==> config.mk <==
export PLATFORM = sky130hd
export DESIGN_NAME = hex_syscall_unit_flat
export DESIGN_NICKNAME = d
export VERILOG_FILES = /design/src/rtl/hex_pkg.sv /design/src/rtl/hex_syscall_unit_if.sv /design/src/rtl/hex_syscall_unit.sv /design/src/flat_wrapper.sv
export SDC_FILE = /design/constraint.sdc
export NUM_CORES = 1
export LEC_CHECK = 0
export ABC_AREA = 0
export ABC_CLOCK_PERIOD_IN_PS = 4100
export CELL_PAD_IN_SITES_DETAIL_PLACEMENT = 0
export CELL_PAD_IN_SITES_GLOBAL_PLACEMENT = 1
export CORE_MARGIN = 3
export CORE_UTILIZATION = 33
export DETAILED_ROUTE_END_ITERATION = 16
export MAX_ROUTING_LAYER = met4
export PLACE_DENSITY_LB_ADDON = 0.25
export SETUP_SLACK_MARGIN = 0.5
export SYNTH_ARGS = -nofsm -noshare
export SYNTH_HDL_FRONTEND = slang
export SYNTH_SLANG_ARGS = --single-unit
==> constraint.sdc <==
create_clock -name i_clk -period 4.1 [get_ports i_clk]
set_input_delay 1.025 -clock i_clk [delete_from_list [all_inputs] [get_ports i_clk]]
set_output_delay 1.025 -clock i_clk [all_outputs]
set_load 0.02 [all_outputs]
==> src/rtl/hex_pkg.sv <==
// Shared hex core definitions: syscall numbers and stack-frame layout
// used by the syscall unit.
package hex_pkg;

  typedef enum logic [1:0] {
    SYSCALL_EXIT  = 2'd0,
    SYSCALL_WRITE = 2'd1,
    SYSCALL_READ  = 2'd2,
    SYSCALL_RSVD  = 2'd3
  } syscall_t;

  localparam int unsigned SP_WORD_ADDR = 1;
  localparam int unsigned SYS_ARG0_OFS = 2;
  localparam int unsigned SYS_ARG1_OFS = 3;
  localparam int unsigned SYS_RES_OFS  = 1;

endpackage

==> src/rtl/hex_syscall_unit_if.sv <==
// Syscall unit bus bundle: word-wide data-memory port plus the
// byte-wide tx/rx stream handshakes.
interface hex_syscall_unit_if #(
  parameter int ADDR_W = 19
);

  logic              m_valid;
  logic              m_we;
  logic [ADDR_W-1:0] m_addr;
  logic [31:0]       m_wdata;
  logic [31:0]       m_rdata;

  logic              tx_valid;
  logic [7:0]        tx_data;
  logic [7:0]        tx_stream;
  logic              tx_ready;

  logic              rx_ready;
  logic [7:0]        rx_stream;
  logic              rx_valid;
  logic [7:0]        rx_data;

  modport master (
    output m_valid, m_we, m_addr, m_wdata,
    input  m_rdata,
    output tx_valid, tx_data, tx_stream,
    input  tx_ready,
    output rx_ready, rx_stream,
    input  rx_valid, rx_data
  );

  modport slave (
    input  m_valid, m_we, m_addr, m_wdata,
    output m_rdata,
    input  tx_valid, tx_data, tx_stream,
    output tx_ready,
    input  rx_ready, rx_stream,
    output rx_valid, rx_data
  );

endinterface

==> src/rtl/hex_syscall_unit.sv <==
// Services hex SVC instructions: loads sp/args, runs byte I/O, halts on EXIT.
// Define HEX_SYSCALL_CNT_EN to add saturating tx/rx handshake counters.
module hex_syscall_unit
  import hex_pkg::*;
#(
  parameter int ADDR_W  = 19,
  parameter int SP_ADDR = SP_WORD_ADDR
) (
  input  logic       i_clk,
  input  logic       i_rst_n,
  input  logic       i_syscall_valid,
  input  logic [1:0] i_syscall,
  output logic       o_stall,
  hex_syscall_unit_if.master bus,
  output logic       o_exit_valid,
  output logic [7:0] o_exit_code
`ifdef HEX_SYSCALL_CNT_EN
  ,
  output logic [15:0] o_tx_count,
  output logic [15:0] o_rx_count
`endif
);

  typedef enum logic [2:0] {
    IDLE, LD_A, LD_B, WAIT_B, TX, RX, DONE, HALT
  } state_t;

  state_t            state_q;
  syscall_t          num_q;
  logic [ADDR_W-1:0] sp_q;
  logic [7:0]        arg0_q;
  logic [7:0]        arg1_q;

  logic [ADDR_W-1:0] sp_in;
  logic              svc_go;
  logic              tx_fire;
  logic              rx_fire;
  logic              unused_rdata;

  assign sp_in   = bus.m_rdata[ADDR_W-1:0];
  assign svc_go  = i_rst_n & i_syscall_valid;
  assign tx_fire = (state_q == TX) & bus.tx_ready;
  assign rx_fire = (state_q == RX) & bus.rx_valid;
  assign unused_rdata = ^bus.m_rdata[31:8];

  always_ff @(posedge i_clk or negedge i_rst_n) begin
    if (!i_rst_n) begin
      state_q <= IDLE;
      num_q   <= SYSCALL_EXIT;
      sp_q    <= '0;
      arg0_q  <= '0;
      arg1_q  <= '0;
    end else begin
      unique case (state_q)
        IDLE: if (i_syscall_valid) begin
          if (syscall_t'(i_syscall) == SYSCALL_RSVD) begin
            state_q <= DONE;
          end else begin
            num_q   <= syscall_t'(i_syscall);
            state_q <= LD_A;
          end
        end
        LD_A: begin
          sp_q    <= sp_in;
          state_q <= LD_B;
        end
        LD_B: begin
          arg0_q <= bus.m_rdata[7:0];
          unique case (num_q)
            SYSCALL_WRITE: state_q <= WAIT_B;
            SYSCALL_READ:  state_q <= RX;
            default:       state_q <= HALT;
          endcase
        end
        WAIT_B: begin
          arg1_q  <= bus.m_rdata[7:0];
          state_q <= TX;
        end
        TX:   if (bus.tx_ready) state_q <= DONE;
        RX:   if (bus.rx_valid) state_q <= DONE;
        DONE: state_q <= IDLE;
        HALT: state_q <= HALT;
        default: state_q <= IDLE;
      endcase
    end
  end

  // Request address for LD_A comes straight off the read bus, not sp_q.
  always_comb begin
    bus.m_valid = 1'b0;
    bus.m_we    = 1'b0;
    bus.m_addr  = '0;
    bus.m_wdata = '0;
    unique case (state_q)
      IDLE: if (svc_go && i_syscall != 2'd3) begin
        bus.m_valid = 1'b1;
        bus.m_addr  = ADDR_W'(SP_ADDR);
      end
      LD_A: begin
        bus.m_valid = 1'b1;
        bus.m_addr  = sp_in + ADDR_W'(SYS_ARG0_OFS);
      end
      LD_B: if (num_q == SYSCALL_WRITE) begin
        bus.m_valid = 1'b1;
        bus.m_addr  = sp_q + ADDR_W'(SYS_ARG1_OFS);
      end
      RX: if (bus.rx_valid) begin
        bus.m_valid = 1'b1;
        bus.m_we    = 1'b1;
        bus.m_addr  = sp_q + ADDR_W'(SYS_RES_OFS);
        bus.m_wdata = {24'b0, bus.rx_data};
      end
      default: ;
    endcase
  end

  assign bus.tx_valid  = (state_q == TX);
  assign bus.tx_data   = (state_q == TX) ? arg0_q : 8'h00;
  assign bus.tx_stream = (state_q == TX) ? arg1_q : 8'h00;
  assign bus.rx_ready  = (state_q == RX);
  assign bus.rx_stream = (state_q == RX) ? arg0_q : 8'h00;

  assign o_exit_valid = (state_q == HALT);
  assign o_exit_code  = (state_q == HALT) ? arg0_q : 8'h00;

  assign o_stall = i_rst_n &
                   ((state_q == HALT) |
                    ((state_q != DONE) & i_syscall_valid));

`ifdef HEX_SYSCALL_CNT_EN
  logic [15:0] tx_cnt_q;
  logic [15:0] rx_cnt_q;

  always_ff @(posedge i_clk or negedge i_rst_n) begin
    if (!i_rst_n) begin
      tx_cnt_q <= '0;
      rx_cnt_q <= '0;
    end else begin
      if (tx_fire && tx_cnt_q != 16'hFFFF) tx_cnt_q <= tx_cnt_q + 16'd1;
      if (rx_fire && rx_cnt_q != 16'hFFFF) rx_cnt_q <= rx_cnt_q + 16'd1;
    end
  end

  assign o_tx_count = tx_cnt_q;
  assign o_rx_count = rx_cnt_q;
`else
  logic unused_fire;
  assign unused_fire = tx_fire ^ rx_fire;
`endif

endmodule
==> src/flat_wrapper.sv <==
// flat-port wrapper written by rule: the top's interface ports become plain ports
module hex_syscall_unit_flat import hex_pkg::*;
#(
  parameter int ADDR_W  = 19,
  parameter int SP_ADDR = SP_WORD_ADDR
)
  (i_clk, i_rst_n, i_syscall_valid, i_syscall, o_stall, o_exit_valid, o_exit_code, bus_m_valid, bus_m_we, bus_m_addr, bus_m_wdata, bus_m_rdata, bus_tx_valid, bus_tx_data, bus_tx_stream, bus_tx_ready, bus_rx_ready, bus_rx_stream, bus_rx_valid, bus_rx_data);
  hex_syscall_unit_if #(.ADDR_W(ADDR_W)) bus_i ();
  input  logic i_clk;
  input  logic i_rst_n;
  input  logic i_syscall_valid;
  input  logic [1:0] i_syscall;
  output logic o_stall;
  output logic o_exit_valid;
  output logic [7:0] o_exit_code;
  output wire logic [$bits(bus_i.m_valid)-1:0] bus_m_valid;
  output wire logic [$bits(bus_i.m_we)-1:0] bus_m_we;
  output wire logic [$bits(bus_i.m_addr)-1:0] bus_m_addr;
  output wire logic [$bits(bus_i.m_wdata)-1:0] bus_m_wdata;
  input wire logic [$bits(bus_i.m_rdata)-1:0] bus_m_rdata;
  output wire logic [$bits(bus_i.tx_valid)-1:0] bus_tx_valid;
  output wire logic [$bits(bus_i.tx_data)-1:0] bus_tx_data;
  output wire logic [$bits(bus_i.tx_stream)-1:0] bus_tx_stream;
  input wire logic [$bits(bus_i.tx_ready)-1:0] bus_tx_ready;
  output wire logic [$bits(bus_i.rx_ready)-1:0] bus_rx_ready;
  output wire logic [$bits(bus_i.rx_stream)-1:0] bus_rx_stream;
  input wire logic [$bits(bus_i.rx_valid)-1:0] bus_rx_valid;
  input wire logic [$bits(bus_i.rx_data)-1:0] bus_rx_data;
  assign bus_m_valid = bus_i.m_valid;
  assign bus_m_we = bus_i.m_we;
  assign bus_m_addr = bus_i.m_addr;
  assign bus_m_wdata = bus_i.m_wdata;
  assign bus_i.m_rdata = bus_m_rdata;
  assign bus_tx_valid = bus_i.tx_valid;
  assign bus_tx_data = bus_i.tx_data;
  assign bus_tx_stream = bus_i.tx_stream;
  assign bus_i.tx_ready = bus_tx_ready;
  assign bus_rx_ready = bus_i.rx_ready;
  assign bus_rx_stream = bus_i.rx_stream;
  assign bus_i.rx_valid = bus_rx_valid;
  assign bus_i.rx_data = bus_rx_data;
  hex_syscall_unit #(.ADDR_W(ADDR_W), .SP_ADDR(SP_ADDR)) u_core (.i_clk(i_clk), .i_rst_n(i_rst_n), .i_syscall_valid(i_syscall_valid), .i_syscall(i_syscall), .o_stall(o_stall), .bus(bus_i), .o_exit_valid(o_exit_valid), .o_exit_code(o_exit_code));
endmodule
# Word level (Yosys, flattened, before mapping)
# Index checks and enable logic that the tools add are counted.
# Widths: inputs -> output; s select.
# classes
n_reduce_logical	4
n_eq_ne	15
muxes	21
addsub	3
bitwise_logic	5
# op_table
operator	n
$pmux 19 s4	1
$mux 8	5
$add 19x2->19 const B	2
$mux 19	2
$mux 32	1
$pmux 3 s8	1
$add 19x1->19 const B	1
$eq 3x3->1 const B	4
$mux 3	4
$eq 3x2->1 const B	2
$pmux 3 s2	1
$reduce_and 3->1	2
$mux 1	5
$eq 2x2->1 const B	2
$ne 2x1->1 const B	2
$ne 2x2->1 const B	2
$pmux 1 s4	1
$and 1x1->1	3
$eq 3x1->1 const B	1
$logic_not 3->1	1
$ne 3x3->1 const B	1
$eq 2x1->1 const B	1
$logic_and 1x1->1	1
$not 1->1	1
$or 1x1->1	1
# word_totals
inputBits	47
out_inout_bits	89
regBits	40
elab_cells	53

# Longest topological paths before layout
# Gate-level depths: netlist (run 1).
# logic_depth
depth_word	4
mapped_depth	8
ltp_nobuf	7

# Least setup slack after synthesis (run 1)
# OpenSTA, ideal clock, no wires.
# synth_path
path_kind	input to output
startpoint	input port bus_m_rdata[2]
endpoint	output port bus_m_addr[18]
setup_slack_ns	0.786
t_required_ns	3.075
arrival_ns	2.289
path_buffers	1
cell_stages	6
cell_sequence	and3_1 > and4_1 > clkbuf_1 > nand4_1 > xnor2_1 > a2111o_1
# synth_between
elab_chain_cells	2
# synth_rtl
item	line_no	source
start: declaration	flat_wrapper.sv:20	input wire logic [$bits(bus_i.m_rdata)-1:0] bus_m_rdata;
$add 19x2->19	hex_syscall_unit.sv:101	bus.m_addr = sp_in + ADDR_W'(SYS_ARG0_OFS);
$pmux 19 s4	hex_syscall_unit.sv:94	unique case (state_q)
end: declaration	flat_wrapper.sv:18	output wire logic [$bits(bus_i.m_addr)-1:0] bus_m_addr;
# Every way passes these cells.

# Worst setup path in the final report (run 1)
# layout_path
startpoint	input port bus_m_rdata[2]
endpoint	output port bus_m_addr[9]
# Same word-level chain as after synthesis.

==> results of run 1 <==
[how the worst max path moves through the flow]
stage	end	start	slack [ns]
after global routing	bus_m_addr[18]	bus_m_rdata[13]	0.50
after global placement	bus_m_addr[9]	bus_m_rdata[1]	-0.27
after floorplan	bus_m_addr[18]	bus_m_rdata[2]	0.79
after detailed placement	bus_m_addr[9]	bus_m_rdata[2]	-0.29
final	bus_m_addr[9]	bus_m_rdata[2]	0.58
after CTS	bus_m_addr[9]	bus_m_rdata[1]	0.47
[worst reg2reg max path, stage by stage, from the launching register on]
cell,delay [ns]
dfrtp_1,0.49
buf_4,0.30
inv_1,0.12
nand2_1,0.34
mux2_2,0.38
[cell families after synthesis]
group	synth area share [%]
adders and majority gates	1.17
muxes	5.96
AOI/OAI and AO/OA	15.8
buffers and inverters	10.1
and+or+nand+nor	31.3
other	0.117
DFF	31.2
xor gates and xnor gates	4.36
[Yosys cell counts (all sizes together), types with 2 or more instances]
library cell / number / share of area, %
a221o: 2 / 0.62
o21ai: 22 / 3.4
nor3b: 3 / 0.86
dfrtp: 40 / 31
o22ai: 2 / 0.39
clkbuf: 12 / 1.4
xnor2: 10 / 2.7
nand4: 5 / 0.97
inv: 10 / 1.2
xor2: 6 / 1.6
and2: 28 / 5.5
o311ai: 4 / 1.1
and3: 27 / 5.3
buf: 34 / 7.5
nand2: 80 / 9.6
mux2: 17 / 6.0
a22oi: 2 / 0.78
ha: 3 / 1.2
o211ai: 5 / 1.2
nand2b: 2 / 0.39
o32ai: 2 / 0.55
a31oi: 9 / 1.8
nor3: 7 / 1.2
a21oi: 14 / 2.2
a211oi: 2 / 0.47
a41oi: 3 / 0.82
o221ai: 6 / 1.6
nor2: 23 / 2.7
nand3: 16 / 2.5
nor2b: 2 / 0.39
or3: 3 / 0.58
[per-layer routing]
metal	share of wire (%)	vias up
met5	0	-
met4	1.4	0
met3	4.7	10
met2	48	102
met1	45	1602
li1	-	1646
[metrics by stage]
| step | std cells | hold WS, ns | worst slack (ns) |
|---|---|---|---|
| after detailed placement | 657 | 0.489 | -0.291 |
| final | 667 | 0.510 | 0.579 |
| after global routing | 667 | 0.528 | 0.504 |
| after CTS | 665 | 0.510 | 0.466 |
| after global placement | 657 | 0.484 | -0.275 |
| after floorplan | 433 | 0.471 | 0.786 |
[power breakdown]
part	switching [mW]	leakage, nW	total [mW]	internal, mW
Combinational	0.819	1.56	1.51	0.692
Sequential	0.264	0.476	0.862	0.598
Clock	0.156	0.0583	0.339	0.183
Total	1.24	2.09	2.71	1.47
[cells in the final DEF, fill, tap and decap left out, types with 13 or more instances in the layout]
master           synthesis  final
a21oi_1                 14     13
and2_1                  28     27
and3_1                  25     22
buf_4                   28     45
clkdlybuf4s50_1          0     61
conb_1                   1     24
dfrtp_1                 40     38
mux2_2                  17     17
nand2_1                 79     77
nand3_1                 16     16
nor2_1                  23     23
o21ai_0                 22     22
[registers in the layout, summed over array words and instances (netlist names)]
register,count
u_core.arg0_q,8
u_core.arg1_q,8
u_core.num_q,2
u_core.sp_q,19
u_core.state_q,3
[final cells by class]
| type | instances | area share (%) |
|---|---|---|
| multi-input cells | 337 | 44.3 |
| repair buffers | 143 | 27.2 |
| flip-flops and latches | 40 | 21.7 |
| well taps | 129 | 3.49 |
| clock buffers | 5 | 1.49 |
| clock inverters | 3 | 1.03 |
| inverters | 10 | 0.866 |
[timing repair]
action	in CTS	in global routing
gates resized for setup	103	22
endpoints found under the setup margin	28	14
hold buffers	0	0
gates cloned	0	0
buffers inserted	0	2
pin swaps	6	7
==> flow_metrics.env, run 1 <==
export IMPL_fillers=975
export IMPL_multiInputGateArea_um2=2050
export IMPL_dp_hpwl_um=7870
export IMPL_htree_num_levels=2
export IMPL_area_growth_pct=44.0
export IMPL_netlist_area_um2=3210
export IMPL_fmax_mhz=284
export IMPL_syn_inst=410
export IMPL_drc=0
export IMPL_grt_pass1_wl_um=16800
export IMPL_startpoint_type="input port"
export IMPL_post_route_period_util_pct=85.9
export IMPL_drv_cap=0
export IMPL_routed_via_density=5.04
export IMPL_fin_util_pct=49.4
export IMPL_cp_num_cells=8
export IMPL_hold_violations=0
export IMPL_fin_worst_skew_ns=0.00990
export IMPL_final_nets=587
export IMPL_setup_worst_path_end_class="output port"
export IMPL_grt_pass1_vias=3242
export IMPL_io_pins=136
export IMPL_synth_seq_area_share_pct=31.2
export IMPL_r2r_setup_slack_ns=2.37
export IMPL_grt_overflow_total=0
export IMPL_synth_edf_count=0
export IMPL_drive_gt1_share_pct=21.6
export IMPL_antenna_found_initial=0
export IMPL_port_buffers=98
export IMPL_dieArea_um2=11000
export IMPL_num_vias=3360
export IMPL_min_to="u_core.arg1_q[2]"
export IMPL_drt_pass1_iterations=5
export IMPL_cp_cell_sequence="clkbuf_2 -> ha_2 -> and3_4 -> and3_4 -> nand2_1 -> xnor2_1 -> a221o_1 -> buf_2"
export IMPL_maxSlewHeadroom_pct=59.9
export IMPL_power_density_nw_per_um2=586
export IMPL_regArea_um2=1000
export IMPL_async_flop_share_pct=100
export IMPL_cpMostUsedCell="and3_4"
export IMPL_ff2ff_path_depth=4
export IMPL_die_height_um=105
export IMPL_min_from="u_core.arg1_q[2]"
export IMPL_path_buf_inv=2
export IMPL_place_area_um2=4500
export IMPL_synthFlopType="dfrtp_1"
export IMPL_coreArea_um2=9370
export IMPL_diodes=0
export IMPL_worstReg2RegEnd="u_core.arg1_q[0]"
export IMPL_root_buffer="clkbuf_8"
export IMPL_grt_usage_pct=19.2
export IMPL_status="finished clean"
export IMPL_leakagePower_nw=2.09
export IMPL_cts_tree="done"
export IMPL_power_mw=2.71
export IMPL_rows=35
export IMPL_report_final_slew_viol_count=0
export IMPL_setup_viol=0
export IMPL_tns_ns=0
export IMPL_worst_setup_path_type="input port to output port"
export IMPL_grt_max_degree=30
export IMPL_syn_area_per_cell_um2=7.84
export IMPL_peakVddDrop_v=0.000237
export IMPL_hp_class="register to register"
export IMPL_post_route_cell_area_um2=4630
export IMPL_hold_depth=1
export IMPL_path_clk_slew_ns=0.09
export IMPL_drtAntennaViolNets=0
export IMPL_synthDistinctLibCells=46
export IMPL_cts_path_max_buffers=2
export IMPL_clock_latency_ns=0.30
export IMPL_met3_usage_pct=2.66
export IMPL_initial_utilization_pct=34.3
export IMPL_rsz0062_at_grt="no"
export IMPL_max_stage_delay_ns=0.38
export IMPL_grt_met1_usage_pct=25.3
export IMPL_gp_congestion=0.878
export IMPL_critPathSlowestCell="a221o_1"
export IMPL_r2r_start="u_core.state_q[2]"
export IMPL_ys_seq_elements=40
export IMPL_synth_warnings=0
export IMPL_numCtsBuffers=5
export IMPL_drt_iter0_markers=173
export IMPL_use_met2_pct=31.5
export IMPL_worstMarginPinSlew_ns=0.596
export IMPL_cp_max_fo=4
export IMPL_arrival_ns=2.50
export IMPL_wire_per_inst_um=15.2
export IMPL_critPathTopFamily="simple AND/OR/NAND/NOR gates"
export IMPL_fp_dieW_um=105
export IMPL_grt_busiest_layer="met2"
export IMPL_min_period_ns=3.52
export IMPL_required_ns=3.07
export IMPL_wl_um=10100
export IMPL_clock_sinks=40
Note: power is estimated with default switching activity, not from simulation.
==> inputs of run 2 (changes only) <==
- SKIP_LAST_GASP: unset -> 1
==> results of run 2 <==
The final DEF is identical to that of run 1; final timing and power are the same.
==> RTL change 1, RTL diff (flow settings as in run 1) <==
`ADDR_W` is set to 19 in 3 places; all go to 27.
--- a/src/rtl/hex_syscall_unit_if.sv
+++ b/src/rtl/hex_syscall_unit_if.sv
@@ -3,3 +3,3 @@
 interface hex_syscall_unit_if #(
-  parameter int ADDR_W = 19
+  parameter int ADDR_W = 27
 );
--- a/src/rtl/hex_syscall_unit.sv
+++ b/src/rtl/hex_syscall_unit.sv
@@ -5,3 +5,3 @@
 #(
-  parameter int ADDR_W  = 19,
+  parameter int ADDR_W  = 27,
   parameter int SP_ADDR = SP_WORD_ADDR
--- a/src/flat_wrapper.sv
+++ b/src/flat_wrapper.sv
@@ -3,3 +3,3 @@
 #(
-  parameter int ADDR_W  = 19,
+  parameter int ADDR_W  = 27,
   parameter int SP_ADDR = SP_WORD_ADDR
Ports: changed (resized bus_m_addr); port bits go from 136 to 144. The function was not compared with the original's and may differ.
==> RTL change 1 against run 1 <==
- critical path depth increased by 1
- cell area increased by 31%
- critical endpoint is now bus_m_addr[13]
- worst setup slack got worse by 16 ps
- area after synthesis increased by 27%
- critical path type unchanged
- wire length increased by 40%
- core utilization increased by 0.78 points
- sequential cell count increased by 8
- first-iteration DRC count increased to 2.9 times the old value
- power increased by 29%
- sequential share of layout area decreased by 1.8 points
==> RTL change 1: results (changes against run 1) <==
critical_path:
  worstPathMaxFanout: 7  # +3
  r2r_setup_slack_ps: 2460  # +90 ps
  cp.arrival_ps: 2510  # about the same
  reg2reg_depth: 6  # +2
  reg2reg_to: "u_core.state_q[0]"
timing:
  fin_hold_ws_ps: 501  # -8.54 ps
  fin_skew_ps: 9.91  # +0.0141 ps
worst_hold_path:
  hp-start: "u_core.arg1_q[5]"
clock_tree:
  cts-root-buf: "clkbuf_16"
  path_clk_slew_ps: 70  # -20 ps
power:
  p_sw_mw: 1.64  # +33%
  p_leak_nw: 2.68  # +28%
yosys:
  synthTopCellsByArea: "dfrtp_1 29%, nand2_1 12%, and2_1 6.3%"
  yosys.cell_types.count: 59  # +28%
  synthMuxAreaShare_pct: 3.27  # -2.7 points
  seq_area_frac_synth_pct: 29.3  # -1.8 points
  synth_area_per_cell_sq_um: 7.54  # -3.7%
  synth_common_cells: "132 x nand2_1, 48 x dfrtp_1, 41 x and2_1"
place:
  hpwl_mm: 10.5  # +34%
  dp_cells: 863  # +31%
  portBuffers: 114  # +16%
drt:
  vias_per_cell: 5.24  # +3.9%
  post_drt_wl_per_cell_microns: 16.3  # +6.9%
final_layout:
  top_regs: "u_core.sp_q: 27 flops, u_core.arg0_q: 8 flops, u_core.arg1_q: 8 flops"
grt:
  grt_pass1_vias: 4468  # +38%
run_status:
  status: "finished clean"
RTL change 1: cells by family after synthesis:
family                   count (synthesis)
buffers and inverters                   60
AO/OA/AOI/OAI                          102
XOR/XNOR                                26
adder cells (fa/ha/maj)                  4
AND/OR/NAND/NOR                        290
multiplexers                            12
other                                    1
flip-flops                              48
RTL change 1: repair_timing:
action | 4_1_cts | 5_1_grt
setup endpoints to repair | 37 | 23
resized for setup | 160 | 49
setup buffers | 3 | 2
pin swaps | 15 | 14
RTL change 1: layout make-up:
type,instances,area (sq um),area share (%)
clock buffers,5,125,2.07
clock inverters,3,23.8,0.393
inverters,7,26.3,0.435
multi-input cells,458,2850,47.2
flip-flops and latches,48,1200,19.9
well taps,168,210,3.48
repair buffers,187,1610,26.5
RTL change 1: through the flow:
step / util, % / setup slack, ps
after floorplan: - / 612
after global placement: 47.6 / -430
after detailed placement: 47.6 / -448
after CTS: 49.5 / 493
after global routing: 50.1 / 492
final: 50.1 / 563
RTL change 1: critical path, stage by stage:
cell and delay [ps]:
buf_2 140, ha_4 150, nand2_2 90, nor3_4 210, buf_6 180, nand2_4 60
xnor2_2 130, a221o_1 380, buf_6 140
RTL change 1: how the worst max path moves through the flow:
stage                         startpoint        endpoint  slack [ps]  cells past startpoint
after CTS                 u_core.sp_q[1]  bus_m_addr[18]         490                      8
after floorplan           bus_m_rdata[3]  bus_m_addr[26]         610                      6
after detailed placement    bus_rx_valid  bus_m_addr[18]        -450                      8
after global routing      bus_m_rdata[7]  bus_m_addr[13]         490                      8
final                     bus_m_rdata[2]  bus_m_addr[13]         560                      9
after global placement      bus_rx_valid  bus_m_addr[18]        -430                      8
RTL change 1: power groups by stage:
stage          clock, mW  combinational [mW]  sequential, mW
3_5_place_dp           0                2.03            1.03
3_3_place_gp           0                2.00            1.02
6_report           0.423                2.04            1.04
4_1_cts            0.430                1.99            1.03
2_1_floorplan          0                1.29           0.887
5_1_grt            0.453                2.23            1.08
RTL change 1: layer usage:
| metal | GRT usage [%] | part of all wire (%) | vias up |
|---|---|---|---|
| met4 | 6.89 | 1.3 | 0 |
| met3 | 3.09 | 5.2 | 17 |
| met5 | - | 0 | - |
| met2 | 32.7 | 47 | 177 |
| li1 | - | - | 2211 |
| met1 | 27.4 | 46 | 2182 |
==> RTL change 2, RTL diff (config.mk and constraints of run 1) <==
Without the edit above. The 8 states of `state_t` get a Gray code encoding in 3 bits.
--- a/src/rtl/hex_syscall_unit.sv
+++ b/src/rtl/hex_syscall_unit.sv
@@ -24,3 +24,3 @@
   typedef enum logic [2:0] {
-    IDLE, LD_A, LD_B, WAIT_B, TX, RX, DONE, HALT
+    IDLE = 3'b000, LD_A = 3'b001, LD_B = 3'b011, WAIT_B = 3'b010, TX = 3'b110, RX = 3'b111, DONE = 3'b101, HALT = 3'b100
   } state_t;
Formal check against the unedited RTL: same outputs for any inputs over 10 cycles, from zero or initial values and one cycle with i_rst_n low; not proved beyond that.
==> RTL change 2 against run 1 <==
- power shrank 6.6%
- critical path type unchanged
- wire length grew 1.3%
- final cell count grew 0.75%
- combinational power shrank 13%
- area after synthesis grew 2.6%
- critical endpoint is now o_stall
- cell area grew 1.3%
- hold slack lost 2.8 ps
- worst setup slack gained 2.4 ps
- via count shrank 0.30%
- sequential power is essentially flat
- sequential cell count is the same
- critical path depth shrank 4
- clock skew shrank 3.7 ps
==> RTL change 2: results (changes against run 1) <==
run_status:
  status: "finished clean"
worst_hold_path:
  hold_depth: 2  # +1
yosys:
  synthAdderAreaFrac_pct: 2.58  # +1.4 points
  postSynthCellCount: 412  # +0.49%
  synthMuxAreaShare_pct: 5.46  # -0.50 points
  synth_common_cells: "79 x nand2_1, 42 x and2_1, 40 x dfrtp_1"
  yosys.cell_types.count: 60  # +30%
critical_path:
  reg2reg_depth: 3  # -1
  crit_end: "o_stall"
  reg2reg_to: "u_core.arg1_q[7]"
  cp.arrival_ps: 2490  # about the same
  crit_path_start: "i_syscall_valid"
  r2r-start: "u_core.state_q[1]"
  crit_path_top_delay_cell: "clkdlybuf4s50_1"
drt:
  post_drt_wl_per_cell_microns: 15.3  # +0.54%
timing:
  fin_crit_ps: 3520  # -2.42 ps
  fin_skew_ps: 6.15  # -3.74 ps
grt:
  grt_pass1_vias: 3133  # -3.4%
  grt_use_total_pct: 18.5  # -0.67 points
power:
  p_leak_nw: 2.14  # +2.5%
place:
  dp_cells: 662  # +0.76%
  place_ws_ps: -330  # -38.8 ps
  hpwl_mm: 8.00  # +1.7%
  placed_area_sq_um: 4600  # +2.1%
final_layout:
  fin_cells: 672  # +0.75%
  drive_gt1_share_pct: 20.6  # -0.94 points
==> RTL change 2: changes by cell type in the layout (fill, tap and decap cells not counted), sizes merged, moves of 4 or more <==
cell                  run 1  this run
a31oi                     9         4
and2                     28        42
and3                     27         6
buf                      56        65
clkbuf                   12         8
clkdlybuf4s15             9         4
dlymetal6s2s              0         6
nand3                    16        11
nand4                     5        12
nor4                      1         7
xnor2                    10         5
xor2                      6        13
==> RTL change 2: worst min-delay path: cells and delay by family, from the launching register on <==
kind,cells,cell delay (ps)
flip-flops,1,370
AND/OR/NAND/NOR,2,100
==> RTL change 2: final cells by class <==
type	instances	area share, %
inverter	10	0.908
sequential	40	21.4
clock buffer	5	1.47
multi-input combinational	337	44.5
timing repair buffer	148	27.3
clock inverter	3	0.988
tap	129	3.44
==> RTL change 2: routing by layer <==
layer | global-route usage (%) | wire [microns]
met1 | 25.0 | 4700
met2 | 30.3 | 4960
met3 | 2.49 | 522
met4 | 3.33 | 89
met5 | - | 0
==> RTL change 2: where the power goes <==
part           total (mW)  internal, mW  leakage, nW  switching (mW)
registers           0.862         0.593        0.482           0.269
clock network       0.347         0.184       0.0548           0.164
logic                1.32         0.601         1.61           0.722
total                2.53          1.38         2.14            1.15
==> RTL change 2: timing repair <==
action	CTS	global route
gates resized for setup	92	25
setup buffers	2	0
pin swaps	6	8
hold endpoints to repair	0	0
setup endpoints to repair	29	18
==> RTL change 2: through the flow <==
step / utilization (%) / hold slack [ps] / setup TNS (ps)
global route: 49.5 / 539 / 0
finish: 49.5 / 507 / 0
CTS: 49.5 / 508 / 0
detailed placement: 48.6 / 488 / -3710
floorplan: - / 455 / 0
global placement: 48.6 / 478 / -3740
